--- config.mk ---
export PLATFORM = sky130hd
export DESIGN_NAME = seq_alu
export DESIGN_NICKNAME = d
export VERILOG_FILES = /design/src/rtl/seq_alu.sv
export SDC_FILE = /design/constraint.sdc
export NUM_CORES = 1
export LEC_CHECK = 0
export ABC_AREA = 1
export CORE_UTILIZATION = 64
export DETAILED_ROUTE_END_ITERATION = 8
export PLACE_DENSITY = 0.89
export SLEW_MARGIN = 20
export SYNTH_ARGS = -nofsm -noshare
export SYNTH_HDL_FRONTEND = slang
export SYNTH_SLANG_ARGS = --single-unit
--- constraint.sdc ---
create_clock -name clk -period 2.9 [get_ports clk]
set_clock_uncertainty 0.15 [all_clocks]
set_input_delay 0.58 -clock clk [delete_from_list [all_inputs] [get_ports clk]]
set_output_delay 0.58 -clock clk [all_outputs]
set_load 0.1 [all_outputs]
--- src/rtl/seq_alu.sv ---
// seq_alu: registered N-bit ALU with an iterative shift-add multiply; MUL is compiled in only with SEQ_ALU_MUL_EN.
// Latency: single-cycle ops give out_valid right after the accept edge; MUL gives it N edges after the accept edge.
// Backpressure: one op in flight; in_ready stays low until the result transfers, and C/flags hold while out_ready is low.
module seq_alu #(
    parameter int N = 32
) (
    input  logic         clk,
    input  logic         rst_n,
    input  logic         in_valid,
    output logic         in_ready,
    input  logic [N-1:0] A,
    input  logic [N-1:0] B,
    input  logic [3:0]   select,
    output logic         out_valid,
    input  logic         out_ready,
    output logic [N-1:0] C,
    output logic         zero,
    output logic         negative,
    output logic         carry,
    output logic         overflow,
    output logic         err
);

    localparam int SW = $clog2(N);

    localparam logic [3:0] OP_AND = 4'b0000;
    localparam logic [3:0] OP_OR  = 4'b0001;
    localparam logic [3:0] OP_ADD = 4'b0010;
    localparam logic [3:0] OP_XOR = 4'b0011;
    localparam logic [3:0] OP_SLL = 4'b0100;
    localparam logic [3:0] OP_SRL = 4'b0101;
    localparam logic [3:0] OP_SUB = 4'b0110;
    localparam logic [3:0] OP_SLT = 4'b0111;
`ifdef SEQ_ALU_MUL_EN
    localparam logic [3:0] OP_MUL = 4'b1000;
    localparam logic [SW-1:0] CNT_INIT = SW'(N - 1);
`endif

    typedef enum logic [1:0] {
        IDLE = 2'd0,
        BUSY = 2'd1,
        DONE = 2'd2
    } state_t;

    state_t state;

    logic         is_sub;
    logic [N-1:0] opb;
    logic [N:0]   sum_ext;
    logic         slt;
    logic [N-1:0] alu_res;
    logic         alu_cy;
    logic         alu_ov;
    logic         alu_err;
`ifdef SEQ_ALU_MUL_EN
    logic          is_mul;
    logic [N-1:0]  mcand;
    logic [N-1:0]  mplier;
    logic [N-1:0]  acc;
    logic [N-1:0]  acc_nxt;
    logic [SW-1:0] cnt;
`endif

    // Single-cycle datapath works straight off the inputs; its result is captured on the accept edge.
    always_comb begin
        is_sub  = (select == OP_SUB);
        opb     = is_sub ? ~B : B;
        sum_ext = {1'b0, A} + {1'b0, opb} + {{N{1'b0}}, is_sub};
        slt     = $signed(A) < $signed(B);
        alu_res = '0;
        alu_cy  = 1'b0;
        alu_ov  = 1'b0;
        alu_err = 1'b0;
`ifdef SEQ_ALU_MUL_EN
        is_mul  = 1'b0;
`endif
        case (select)
            OP_AND: alu_res = A & B;
            OP_OR:  alu_res = A | B;
            OP_XOR: alu_res = A ^ B;
            OP_ADD, OP_SUB: begin
                alu_res = sum_ext[N-1:0];
                alu_cy  = sum_ext[N];
                alu_ov  = (A[N-1] == opb[N-1]) && (sum_ext[N-1] != A[N-1]);
            end
            OP_SLT: alu_res = {{(N-1){1'b0}}, slt};
            OP_SLL: alu_res = A << B[SW-1:0];
            OP_SRL: alu_res = A >> B[SW-1:0];
`ifdef SEQ_ALU_MUL_EN
            OP_MUL: is_mul = 1'b1;
`endif
            default: alu_err = 1'b1;
        endcase
    end

`ifdef SEQ_ALU_MUL_EN
    assign acc_nxt = acc + (mplier[0] ? mcand : '0);
`endif

    always_ff @(posedge clk or negedge rst_n) begin
        if (!rst_n) begin
            state     <= IDLE;
            in_ready  <= 1'b1;
            out_valid <= 1'b0;
            C         <= '0;
            zero      <= 1'b1;
            negative  <= 1'b0;
            carry     <= 1'b0;
            overflow  <= 1'b0;
            err       <= 1'b0;
`ifdef SEQ_ALU_MUL_EN
            mcand     <= '0;
            mplier    <= '0;
            acc       <= '0;
            cnt       <= '0;
`endif
        end else begin
            case (state)
                IDLE: begin
                    if (in_valid) begin
                        in_ready <= 1'b0;
`ifdef SEQ_ALU_MUL_EN
                        if (is_mul) begin
                            mcand  <= A;
                            mplier <= B;
                            acc    <= '0;
                            cnt    <= CNT_INIT;
                            state  <= BUSY;
                        end else
`endif
                        begin
                            C         <= alu_res;
                            zero      <= ~|alu_res;
                            negative  <= alu_res[N-1];
                            carry     <= alu_cy;
                            overflow  <= alu_ov;
                            err       <= alu_err;
                            out_valid <= 1'b1;
                            state     <= DONE;
                        end
                    end
                end
`ifdef SEQ_ALU_MUL_EN
                // Multiplier consumed LSB first; multiplicand shifts left, truncated to N bits.
                BUSY: begin
                    acc    <= acc_nxt;
                    mcand  <= mcand << 1;
                    mplier <= mplier >> 1;
                    cnt    <= cnt - SW'(1);
                    if (cnt == '0) begin
                        C         <= acc_nxt;
                        zero      <= ~|acc_nxt;
                        negative  <= acc_nxt[N-1];
                        carry     <= 1'b0;
                        overflow  <= 1'b0;
                        err       <= 1'b0;
                        out_valid <= 1'b1;
                        state     <= DONE;
                    end
                end
`endif
                DONE: begin
                    if (out_ready) begin
                        out_valid <= 1'b0;
                        in_ready  <= 1'b1;
                        state     <= IDLE;
                    end
                end
                default: begin
                    out_valid <= 1'b0;
                    in_ready  <= 1'b1;
                    state     <= IDLE;
                end
            endcase
        end
    end

endmodule

==> reports/qor.yml, run 1 <==
dieWidth_um: 126
synthesis.nets: 1929
cts_buffers: 5
synth_compound_area_share_pct: 11.4
clockRootBuffer: "clkbuf_16"
portBuffers: 110
postCtsHoldBufs: 0
gp_congestion: 1.32
error: "[ERROR DPL-0033] detailed placement checks failed during check placement."
status: "aborted with a tool error"
stop_stage: "4_1_cts"
fp-row-count: 45
post-cts-setup-buffers: 41
synthMuxAreaShare_pct: 0.101
synth_top_family_by_area: "simple AND/OR/NAND/NOR gates"
clkSinkCount: 38
syn_area_um2: 9870
pre_cts_slack_ps: -1420
io_pins: 111
synthCells: 1721
synth_xor_xnor_area_share_pct: 2.84
yosys.area_share.simple_pct: 47.7
synth_warnings: 0
hpwl_um: 42200
synthAdderAreaFrac_pct: 17.3
htreeDepth: 2
synth_cell_types: 46
cts_max_path_buffers: 2
ctsResizeCount: 304
die_y_um: 126
yosysSeqAreaShare_pct: 9.66
start_util_pct: 65.2
synth.avg_cell_area_um2: 5.74
ys_seq_elements: 38
-- through the flow --
step	instances	TNS, ps	utilization [%]	instance area (µm²)
global placement	2312	-24070	89.9	13600
floorplan	1721	-26.3	-	10000
detailed placement	2312	-30830	89.9	13600
-- cell families after synthesis --
family | after synthesis
adders and majority gates | 136
xor gates and xnor gates | 32
muxes | 1
AOI/OAI and AO/OA | 196
DFF | 38
and+or+nand+nor | 1059
buffers and inverters | 259
-- synth_stat cells (all sizes together) --
cell	n	area share, %
nand4	16	1.0
and2	6	0.38
o211ai	14	1.1
a21o	2	0.15
inv	183	7.0
mux2i	1	0.10
xor2	31	2.8
xnor2	1	0.089
nand3	379	19
a31oi	17	1.1
nor2	172	6.7
nor4	3	0.19
o22ai	15	0.95
nand2	440	17
clkinv	2	0.076
fa	1	0.20
a211oi	1	0.076
nor3	20	1.0
dfstp	2	0.53
a32o	1	0.10
o21a	5	0.38
nand3b	10	0.76
o221ai	2	0.18
and3	5	0.32
or2	8	0.51
dfrtp	36	9.1
clkbuf	19	0.72
a21oi	77	3.9
o21bai	9	0.68
a221oi	4	0.35
o21ai	48	2.4
o2111ai	1	0.089
ha	135	17
buf	55	3.1
==> run 2, diff against run 1 <==
--- a/config.mk
+++ b/config.mk
@@ -6,9 +6,9 @@
 export NUM_CORES = 1
 export LEC_CHECK = 0
 export ABC_AREA = 1
-export CORE_UTILIZATION = 64
+export CORE_UTILIZATION = 40
 export DETAILED_ROUTE_END_ITERATION = 8
-export PLACE_DENSITY = 0.89
+export PLACE_DENSITY_LB_ADDON = 0.15
 export SLEW_MARGIN = 20
 export SYNTH_ARGS = -nofsm -noshare
 export SYNTH_HDL_FRONTEND = slang
==> run 2 against run 1 <==
The flow now finishes, with violations (DRC, setup timing). Synthesized cell count stayed put. Area after synthesis stayed put.
==> reports/qor.yml, run 2 <==
largest_register_ffs: 32
fin_ws_ps: -381
tns_ps: -2670
cts_tree: "done"
yosysSeqAreaShare_pct: 9.66
grtUsageTotal_pct: 37.3
drive_gt1_share_pct: 37.8
drv_cap: 0
gp_congestion: 0.990
layout_min_cycle_time_ps: 3280
timing.final.crit_share_pct: 113
hp-class: "in2async"
grt_max_degree: 73
synthCells: 1721
tightest_slew_ps: 1220
regMostFlops: "C"
failed_checks: "DRC, setup timing"
htreeDepth: 2
drt_iter0_drc: 1377
setup_violations: 19
clkSinkCount: 38
syn_area_um2: 9870
hold_violations: 0
path_class: "in2reg"
ant_nets: 0
fin_nets: 2437
leakagePower_nw: 8.50
synth_most_common_cell: "nand2_1"
synth.avg_cell_area_um2: 5.74
hpwl_um: 39300
synth_cell_types: 46
antenna_cells: 0
clk_latency_ps: 290
wl_per_cell_um: 19.5
status: "complete, but fails checks"
overflow: 0
synth_area_leader_cell: "nand3_1"
synth_edf_count: 0
dieWidth_um: 159
grt_pass1_vias: 13000
num_vias: 14000
crit_fanout: 7
start_kind: "primary input"
slew_headroom_pct: 18.2
drc: 2
r2r-start: "out_valid$_DFFE_PN0P_"
cts_buffers: 5
final_core_util_pct: 67.3
cts_max_path_buffers: 2
rsz0062_at_grt: "true"
synth_top_area_share_pct: 19.0
synthesis.nets: 1929
first_pass_iters: 8
dieArea_um2: 25300
crit_required_ps: 2990
r2r_cells: 5
synth_warnings: 0
syn_to_final_growth_pct: 65.3
coreArea_um2: 24200
yosys_most_used_dff: "dfrtp_1"
antenna_found_initial: 0
fp-row-count: 57
ys_seq_elements: 38
portBuffers: 110
path_clk_slew_ps: 60
final_cell_mix: "buf_4 (467), nand3_1 (349), nand2_1 (335), inv_1 (142), nor2_1 (128)"
ys_top_cells_by_area: "nand3_1 (19%), ha_1 (17%), nand2_1 (16%)"
fmax_ghz: 0.305
final_common_cell: "buf_4"
viasPerCell: 5.48
crit_path_end_kind: "flip-flop"
reg2reg_to: "C[21]$_DFFE_PN0P_"
start_util_pct: 40.7
io_pins: 111
ys_top_cells_by_count: "nand2_1 (416), nand3_1 (374), inv_1 (173)"
wirelength_um: 49800
slew_violations: 0
die_y_um: 159
async_flop_share_pct: 100
hold_slack_ps: 261
clockRootBuffer: "clkbuf_16"
vdd_drop_max_mv: 0.418
cp.arrival_ps: 3370
grt_pass1_wl_um: 72900
rrSetupSlack_ps: 470
powerDensity_nw_per_um2: 331
[run 2: logic make-up (layout without fill, tap and decap cells)]
logic type / count (synthesis) / in the layout / synth area share, %
compound gates: 196 / 196 / 11.4
xor+xnor: 32 / 32 / 2.84
fa+ha+maj: 136 / 136 / 17.3
buf+inv: 259 / 768 / 10.9
flops: 38 / 38 / 9.66
mux: 1 / 1 / 0.101
simple gates: 1059 / 1059 / 47.7
[run 2: routing by layer]
layer	global-route usage (%)	vias to the layer above	part of all wire (%)
met1	49.4	6472	42
met4	18.6	0	4.9
met5	0	-	0
met2	59.8	674	46
met3	4.25	110	7.2
li1	-	6748	-
[run 2: final cells by class]
| cell class | count | area [µm²] |
|---|---|---|
| clock buffers | 5 | 125 |
| clock inverters | 3 | 68.8 |
| fillers | 2144 | 7930 |
| inverters | 185 | 712 |
| multi-input cells | 1424 | 9240 |
| flip-flops and latches | 38 | 953 |
| well taps | 324 | 405 |
| repair buffers | 575 | 4810 |
[run 2: how the worst max path moves through the flow]
| stage | cells past startpoint | from | to | slack, ps |
|---|---|---|---|---|
| floorplan | 20 | select[2] | zero$_DFFE_PN1P_ | -30 |
| global placement | 20 | select[2] | zero$_DFFE_PN1P_ | -1250 |
| detailed placement | 20 | select[2] | zero$_DFFE_PN1P_ | -1290 |
| CTS | 21 | select[1] | zero$_DFFE_PN1P_ | -350 |
| global route | 23 | select[2] | zero$_DFFE_PN1P_ | -540 |
| finish | 23 | select[2] | zero$_DFFE_PN1P_ | -380 |
[run 2: stage by stage]
| step | instance area [µm²] | std cells | power [mW] | setup WS, ps |
|---|---|---|---|---|
| 2_1_floorplan | 10000 | 1721 | 2.72 | -26.3 |
| 3_5_place_dp | 14200 | 2494 | 4.08 | -1290 |
| 5_1_grt | 16300 | 2554 | 5.67 | -541 |
| 3_3_place_gp | 14200 | 2494 | 4.06 | -1250 |
| 6_report | 16300 | 2554 | 5.40 | -381 |
| 4_1_cts | 15100 | 2531 | 5.02 | -351 |
[run 2: repair_timing]
item	4_1_cts	5_1_grt
endpoints found under the setup margin	35	33
cloned	2	1
pin swaps	63	133
endpoints found under the hold margin	0	0
gates resized for setup	163	269
hold buffers	0	0
setup buffers	28	26
[run 2: worst max-delay path: stages]
cell	delay, ps
buf_8	80
inv_4	30
nor2_4	170
nand2_8	120
buf_12	180
xor2_1	150
ha_1	350
nand2_2	170
inv_1	100
a21oi_4	200
buf_6	140
nand2_4	70
nand2_1	130
buf_4	120
buf_4	90
nand3_1	50
nand3_1	100
nand2_1	70
nor2_1	100
nand2_1	70
nor3_2	130
nand2_1	80
nand2_1	70
[run 2: report_power, final]
group | total (mW) | switching [mW] | internal, mW
Sequential | 0.699 | 0.0643 | 0.635
Combinational | 3.96 | 2.51 | 1.45
Clock | 0.744 | 0.249 | 0.495
Total | 5.40 | 2.83 | 2.58
Power figures use the tool's default switching activity.
